## config.mk

```make
export PLATFORM = sky130hd
export DESIGN_NAME = bt_cmd_rx_flat
export DESIGN_NICKNAME = d
export VERILOG_FILES = /design/src/rtl/bt_cmd_rx_if.sv /design/src/rtl/bt_cmd_rx.sv /design/src/flat_wrapper.sv
export SDC_FILE = /design/constraint.sdc
export NUM_CORES = 1
export LEC_CHECK = 0
export CAP_MARGIN = 5
export CORE_MARGIN = 2
export CORE_UTILIZATION = 41
export DETAILED_ROUTE_END_ITERATION = 6
export PLACE_DENSITY = 0.69
export SETUP_SLACK_MARGIN = 0.3
export SLEW_MARGIN = 40
export SYNTH_ARGS = -nofsm -noshare
export SYNTH_HDL_FRONTEND = slang
export SYNTH_SLANG_ARGS = --single-unit
```

## constraint.sdc

```tcl
create_clock -name CLK -period 8 [get_ports CLK]
set_clock_uncertainty 0.2 [all_clocks]
set_input_delay 1.2 -clock CLK [delete_from_list [all_inputs] [get_ports CLK]]
set_output_delay 1.2 -clock CLK [all_outputs]
set_load 0.01 [all_outputs]
```

## src/rtl/bt_cmd_rx_if.sv

```systemverilog
// bt_cmd_rx_if: command-decoder outputs of the Bluetooth UART receiver.
//   RXD_DATA  [7:0] last correctly framed byte
//   RXD_VALID       one-cycle pulse, new byte in RXD_DATA
//   FRAME_ERR       one-cycle pulse, stop bit sampled low
//   TRACK     [2:0] current track index
//   VOL_UP          one-cycle volume-up pulse
//   VOL_DOWN        one-cycle volume-down pulse
// master = receiver (drives), slave = playback controller / debug (reads).
interface bt_cmd_rx_if;
  logic [7:0] RXD_DATA;
  logic       RXD_VALID;
  logic       FRAME_ERR;
  logic [2:0] TRACK;
  logic       VOL_UP;
  logic       VOL_DOWN;

  modport master (output RXD_DATA, RXD_VALID, FRAME_ERR, TRACK, VOL_UP, VOL_DOWN);
  modport slave  (input  RXD_DATA, RXD_VALID, FRAME_ERR, TRACK, VOL_UP, VOL_DOWN);
endinterface

```

## src/rtl/bt_cmd_rx.sv

```systemverilog
// bt_cmd_rx: 8N1 UART receiver plus single-byte command decoder feeding the
// MP3 playback controller.
//   CLK       system clock, rising edge
//   RST       asynchronous active-low reset
//   UART_RXD  serial input, idle high, LSB first, asynchronous to CLK
//   cmd       bt_cmd_rx_if.master: byte/valid/frame-error, TRACK, VOL pulses
// Commands: '0'..'0'+TRACK_NUM-1 select track, 'N' next, 'P' previous
// (both wrap), 'U' volume up, 'D' volume down; other bytes only update
// RXD_DATA. CLK_FREQ/BAUD must be >= 4 and TRACK_NUM <= 8.
module bt_cmd_rx #(
  parameter int CLK_FREQ  = 100000000,
  parameter int BAUD      = 9600,
  parameter int TRACK_NUM = 7
) (
  input  logic         CLK,
  input  logic         RST,
  input  logic         UART_RXD,
  bt_cmd_rx_if.master  cmd
);
  localparam int DIV = CLK_FREQ / BAUD;
  localparam int CW  = $clog2(DIV);
  localparam logic [CW-1:0] FULL_M1 = CW'(DIV - 1);
  localparam logic [CW-1:0] HALF_M1 = CW'(DIV / 2 - 1);

  typedef enum logic [2:0] {S_IDLE, S_START, S_DATA, S_STOP, S_BREAK} state_t;

  state_t        state;
  logic [CW-1:0] cnt;
  logic [2:0]    bit_idx;
  logic [7:0]    shreg;
  logic          rxd_meta, rxd_sync, rxd_dly;
  logic          fall;
  logic [2:0]    track_nxt;
  logic          is_up, is_dn;

  // Two-flop synchronizer plus one delayed copy for edge detection. Reset
  // to 1 so a line that is idle at reset release does not look like a start.
  always_ff @(posedge CLK or negedge RST) begin
    if (!RST) begin
      rxd_meta <= 1'b1;
      rxd_sync <= 1'b1;
      rxd_dly  <= 1'b1;
    end else begin
      rxd_meta <= UART_RXD;
      rxd_sync <= rxd_meta;
      rxd_dly  <= rxd_sync;
    end
  end

  assign fall = rxd_dly & ~rxd_sync;

  // Command decode of the completed shift register; only committed in the
  // cycle the stop bit is accepted.
  always_comb begin
    track_nxt = cmd.TRACK;
    is_up     = 1'b0;
    is_dn     = 1'b0;
    if (shreg >= 8'h30 && shreg < 8'(8'h30 + TRACK_NUM))
      track_nxt = 3'(shreg - 8'h30);
    else if (shreg == 8'h4E)
      track_nxt = (cmd.TRACK == 3'(TRACK_NUM - 1)) ? 3'd0 : cmd.TRACK + 3'd1;
    else if (shreg == 8'h50)
      track_nxt = (cmd.TRACK == 3'd0) ? 3'(TRACK_NUM - 1) : cmd.TRACK - 3'd1;
    else if (shreg == 8'h55)
      is_up = 1'b1;
    else if (shreg == 8'h44)
      is_dn = 1'b1;
  end

  always_ff @(posedge CLK or negedge RST) begin
    if (!RST) begin
      state         <= S_IDLE;
      cnt           <= '0;
      bit_idx       <= '0;
      shreg         <= '0;
      cmd.RXD_DATA  <= '0;
      cmd.RXD_VALID <= 1'b0;
      cmd.FRAME_ERR <= 1'b0;
      cmd.TRACK     <= '0;
      cmd.VOL_UP    <= 1'b0;
      cmd.VOL_DOWN  <= 1'b0;
    end else begin
      cmd.RXD_VALID <= 1'b0;
      cmd.FRAME_ERR <= 1'b0;
      cmd.VOL_UP    <= 1'b0;
      cmd.VOL_DOWN  <= 1'b0;
      case (state)
        S_IDLE: begin
          if (fall) begin
            state <= S_START;
            cnt   <= '0;
          end
        end
        // Re-check the start bit at its middle; a high line means a glitch.
        S_START: begin
          if (cnt == HALF_M1) begin
            cnt     <= '0;
            bit_idx <= '0;
            state   <= rxd_sync ? S_IDLE : S_DATA;
          end else begin
            cnt <= cnt + 1'b1;
          end
        end
        S_DATA: begin
          if (cnt == FULL_M1) begin
            cnt            <= '0;
            shreg[bit_idx] <= rxd_sync;
            if (bit_idx == 3'd7) state <= S_STOP;
            else                 bit_idx <= bit_idx + 3'd1;
          end else begin
            cnt <= cnt + 1'b1;
          end
        end
        // Leaving at mid-stop-bit gives half a bit of slack for a
        // back-to-back start edge.
        S_STOP: begin
          if (cnt == FULL_M1) begin
            cnt <= '0;
            if (rxd_sync) begin
              cmd.RXD_DATA  <= shreg;
              cmd.RXD_VALID <= 1'b1;
              cmd.TRACK     <= track_nxt;
              cmd.VOL_UP    <= is_up;
              cmd.VOL_DOWN  <= is_dn;
              state         <= S_IDLE;
            end else begin
              cmd.FRAME_ERR <= 1'b1;
              state         <= S_BREAK;
            end
          end else begin
            cnt <= cnt + 1'b1;
          end
        end
        // Hold off until the line returns high so a stuck-low line yields
        // exactly one frame error.
        S_BREAK: begin
          if (rxd_sync) state <= S_IDLE;
        end
        default: state <= S_IDLE;
      endcase
    end
  end
endmodule

```

## src/flat_wrapper.sv

```systemverilog
// flat-port wrapper written by rule: the top's interface ports become plain ports
module bt_cmd_rx_flat 
#(
  parameter int CLK_FREQ  = 100000000,
  parameter int BAUD      = 9600,
  parameter int TRACK_NUM = 7
)
  (CLK, RST, UART_RXD, cmd_RXD_DATA, cmd_RXD_VALID, cmd_FRAME_ERR, cmd_TRACK, cmd_VOL_UP, cmd_VOL_DOWN);
  bt_cmd_rx_if cmd_i ();
  input  logic CLK;
  input  logic RST;
  input  logic UART_RXD;
  output wire logic [$bits(cmd_i.RXD_DATA)-1:0] cmd_RXD_DATA;
  output wire logic [$bits(cmd_i.RXD_VALID)-1:0] cmd_RXD_VALID;
  output wire logic [$bits(cmd_i.FRAME_ERR)-1:0] cmd_FRAME_ERR;
  output wire logic [$bits(cmd_i.TRACK)-1:0] cmd_TRACK;
  output wire logic [$bits(cmd_i.VOL_UP)-1:0] cmd_VOL_UP;
  output wire logic [$bits(cmd_i.VOL_DOWN)-1:0] cmd_VOL_DOWN;
  assign cmd_RXD_DATA = cmd_i.RXD_DATA;
  assign cmd_RXD_VALID = cmd_i.RXD_VALID;
  assign cmd_FRAME_ERR = cmd_i.FRAME_ERR;
  assign cmd_TRACK = cmd_i.TRACK;
  assign cmd_VOL_UP = cmd_i.VOL_UP;
  assign cmd_VOL_DOWN = cmd_i.VOL_DOWN;
  bt_cmd_rx #(.CLK_FREQ(CLK_FREQ), .BAUD(BAUD), .TRACK_NUM(TRACK_NUM)) u_core (.CLK(CLK), .RST(RST), .UART_RXD(UART_RXD), .cmd(cmd_i));
endmodule
```

==> reports/qor.txt <==
status = finished, final reports clean
htree depth = 2
Hold Crit Start = u_core.rxd_meta
Clock Sink Count = 46
DRT iter0 DRCs = 134
total placed instance area = 2654 sq um
Port Buf Inserts = 17
largest net degree at the start of global routing = 47
commonest non-fill, non-tap cell in the layout = dfrtp_1
total CTS buffers = 5
pwr dens = 161.8 nW/um^2
worst reg2reg path depth = 5
Min Clock Period, post-route = 2869 ps
Tot Pwr = 448.3 uW
Routed WL = 4594 microns
CTS Root Cell = clkbuf_8
syn avg cell area = 10.77 sq um
Die Height = 81.06 microns
Final TNS setup = 0 ps
Async S/R FF share, synth = 1.000
all-layer global routing usage = 0.1533
Area Overhead vs Synth = 13.77%
critical path class = reg2reg
Post-Syn Nets = 237
FP Rows = 28
hold buffers post-CTS = 0
total die area = 6571 sq um
CTS tree = yes
Netlist cell types = 53
Max-Cap Viols = 0
worst r2r dst = u_core.cmd.TRACK[0]
RSZ-0062 raised after global routing = no
worst-path maximum fanout = 11
number of global-route vias before repair = 1642
worst-margin pin slew = 572.2 ps
max-slew violations = 0
crit share post-route = 0.3586
f_max = 348.6 MHz
Min-Delay Path Depth = 0
total gr overflow = 0
maximum vdd drop = 0.0001154 V
leakage = 1.203 nW
first-pass GRT wire length = 7762 microns
Die Span X = 81.06 microns
post-synthesis sequential area ratio = 0.4743
drt via density = 5.730
nets = 253
top_reg_cell synth = dfrtp_1
DR pass1 iterations = 5
design area = 2770 sq um
Clock power frac = 0.389
Final GP Congestion = 0.7848
Seq pwr share = 0.547
Slew headroom = 0.6150
DR DRC count = 0
Synth Area in Simple Gates = 0.2333
HP Class = reg2reg
CTS resizes = 0
Clk pin slew, worst setup/hold paths = 90 ps
Place WS = 5147 ps
combinational power share = 0.064
internal reg-to-reg setup slack = 5130 ps
Yosys top cell area share = 0.4419
layout cell share with drive strength beyond 1 = 0.1852
number of flops mapped to enable cells by yosys = 0
Worst setup SP type = register
wire per inst = 14.45 microns
placed cells = 310
XOR/XNOR Fraction of Synth Area = 0.003597
clock buffer depth = 2
adder-cell area share of the yosys netlist = 0.04111
Ports = 18
Synth Area in Compound Gates = 0.1131
final worst slack = 5131 ps
FF-to-FF Start = u_core.cnt[4]
Finished Layout Cells = 318
switching share of power = 0.2389
most frequent cells in the layout = 43 x dfrtp_1, 17 x nor2_1, 17 x mux2_2, 16 x clkdlybuf4s50_1
Yosys reg bits = 46
largest family of logic cells by synthesized area = simple AND/OR/NAND/NOR gates
antenna viol nets, final = 0
Crit. End Element = register
routed via count = 1822
synth top area cells = dfrtp_1 44%, mux2_2 7.9%, ha_1 4.1%, dfstp_2 3.2%, o21ai_0 2.7%
Net Sw Power = 107.1 uW
fraction of synthesized area in multiplexers = 0.1007
WHS Endpoint = u_core.rxd_sync
Yosys top cell by area = dfrtp_1
Post-DP HPWL = 3133 microns
Synth Warn # = 0
worst skew pair latency = 300 ps
Post-CTS Setup Inserts = 0
initial core utilization = 0.4187
Final setup violation count = 0
initial antenna violation count = 0
core area = 5816 sq um
Pint = 341.2 uW
Worst Path Arrival = 2870 ps
post-synthesis instance total = 226
Cell Area, Synth = 2435 sq um
diode count = 0
Fin. Hold Viols = 0
CP required = 8000 ps
-- area by class of cell --
type	count	area, sq um
Fill cell	544	3045
Timing Repair Buffer	17	167.7
Clock inverter	2	37.54
Inverter	9	33.78
Clock buffer	6	72.57
Sequential cell	46	1155
Tap cell	75	93.84
Multi-Input combinational cell	163	1210
-- synth_stat cells, drive strengths merged (2+ instances only) --
cell,number
nand4,6
dfstp,3
and3,3
dfrtp,43
nand3b,2
nand2,13
mux2i,2
clkbuf,3
buf,5
inv,9
o22ai,3
ha,8
nor2,17
or3b,2
and4,4
or4b,3
a21oi,9
nand4b,2
a22o,2
a31oi,3
mux2,20
nor3b,6
nand2b,5
nor4,4
nand3,5
or3,7
o21ai,13
nor3,4
a21o,5
nand4bb,2
-- flip-flops by register name, summed over array words and instances (netlist names), 3 cells and up --
name	cells
u_core.cmd.TRACK	3
u_core.bit_idx	3
u_core.cnt	14
u_core.cmd.RXD_DATA	8
u_core.state	3
u_core.shreg	8
-- through the flow --
step | util | hold slack [ps]
floorplan | - | 145.2
detailed placement | 0.4563 | 147.5
CTS | 0.4753 | 159.5
finish | 0.4763 | 158.2
global placement | 0.4548 | 146.3
global route | 0.4763 | 162.8
-- critical path: stages (launching register included) --
cell	delay, ps
dfrtp_1	480
or4b_4	580
nor4_4	490
and3_2	440
and2b_1	240
mux2_2	350
-- worst max path at each step --
stage	slack, ps	to	start
after floorplan	5300	u_core.shreg[4]	u_core.cnt[4]
after detailed placement	5150	u_core.cmd.TRACK[0]	u_core.cnt[4]
final	5130	u_core.cmd.TRACK[0]	u_core.cnt[4]
after global placement	5210	u_core.shreg[4]	u_core.cnt[4]
after global routing	4980	u_core.cmd.TRACK[2]	u_core.cnt[4]
after CTS	5140	u_core.cmd.TRACK[0]	u_core.cnt[4]
-- logic make-up after synthesis --
logic type	count (synthesis)
flip-flops	46
AO/OA/AOI/OAI	43
multiplexers	22
buffers and inverters	17
adder cells (fa/ha/maj)	8
AND/OR/NAND/NOR	89
XOR/XNOR	1
-- per-layer routing --
| layer | vias to the layer above | global-route usage | part of all wire |
|---|---|---|---|
| li1 | 879 | - | - |
| met1 | 896 | 0.1911 | 0.46 |
| met2 | 42 | 0.2587 | 0.49 |
| met3 | 5 | 0.04667 | 0.044 |
| met4 | 0 | 0.04068 | 0.0081 |
| met5 | - | 0 | 0 |
-- power groups by stage --
| stage | clock [mW] | combinational [mW] | sequential (mW) |
|---|---|---|---|
| floorplan | 0 | 0.0190 | 0.248 |
| global placement | 0 | 0.0277 | 0.249 |
| detailed placement | 0 | 0.0292 | 0.250 |
| CTS | 0.181 | 0.0293 | 0.245 |
| global route | 0.189 | 0.0337 | 0.247 |
| finish | 0.174 | 0.0286 | 0.245 |
Note: power is estimated with default switching activity, not from simulation.
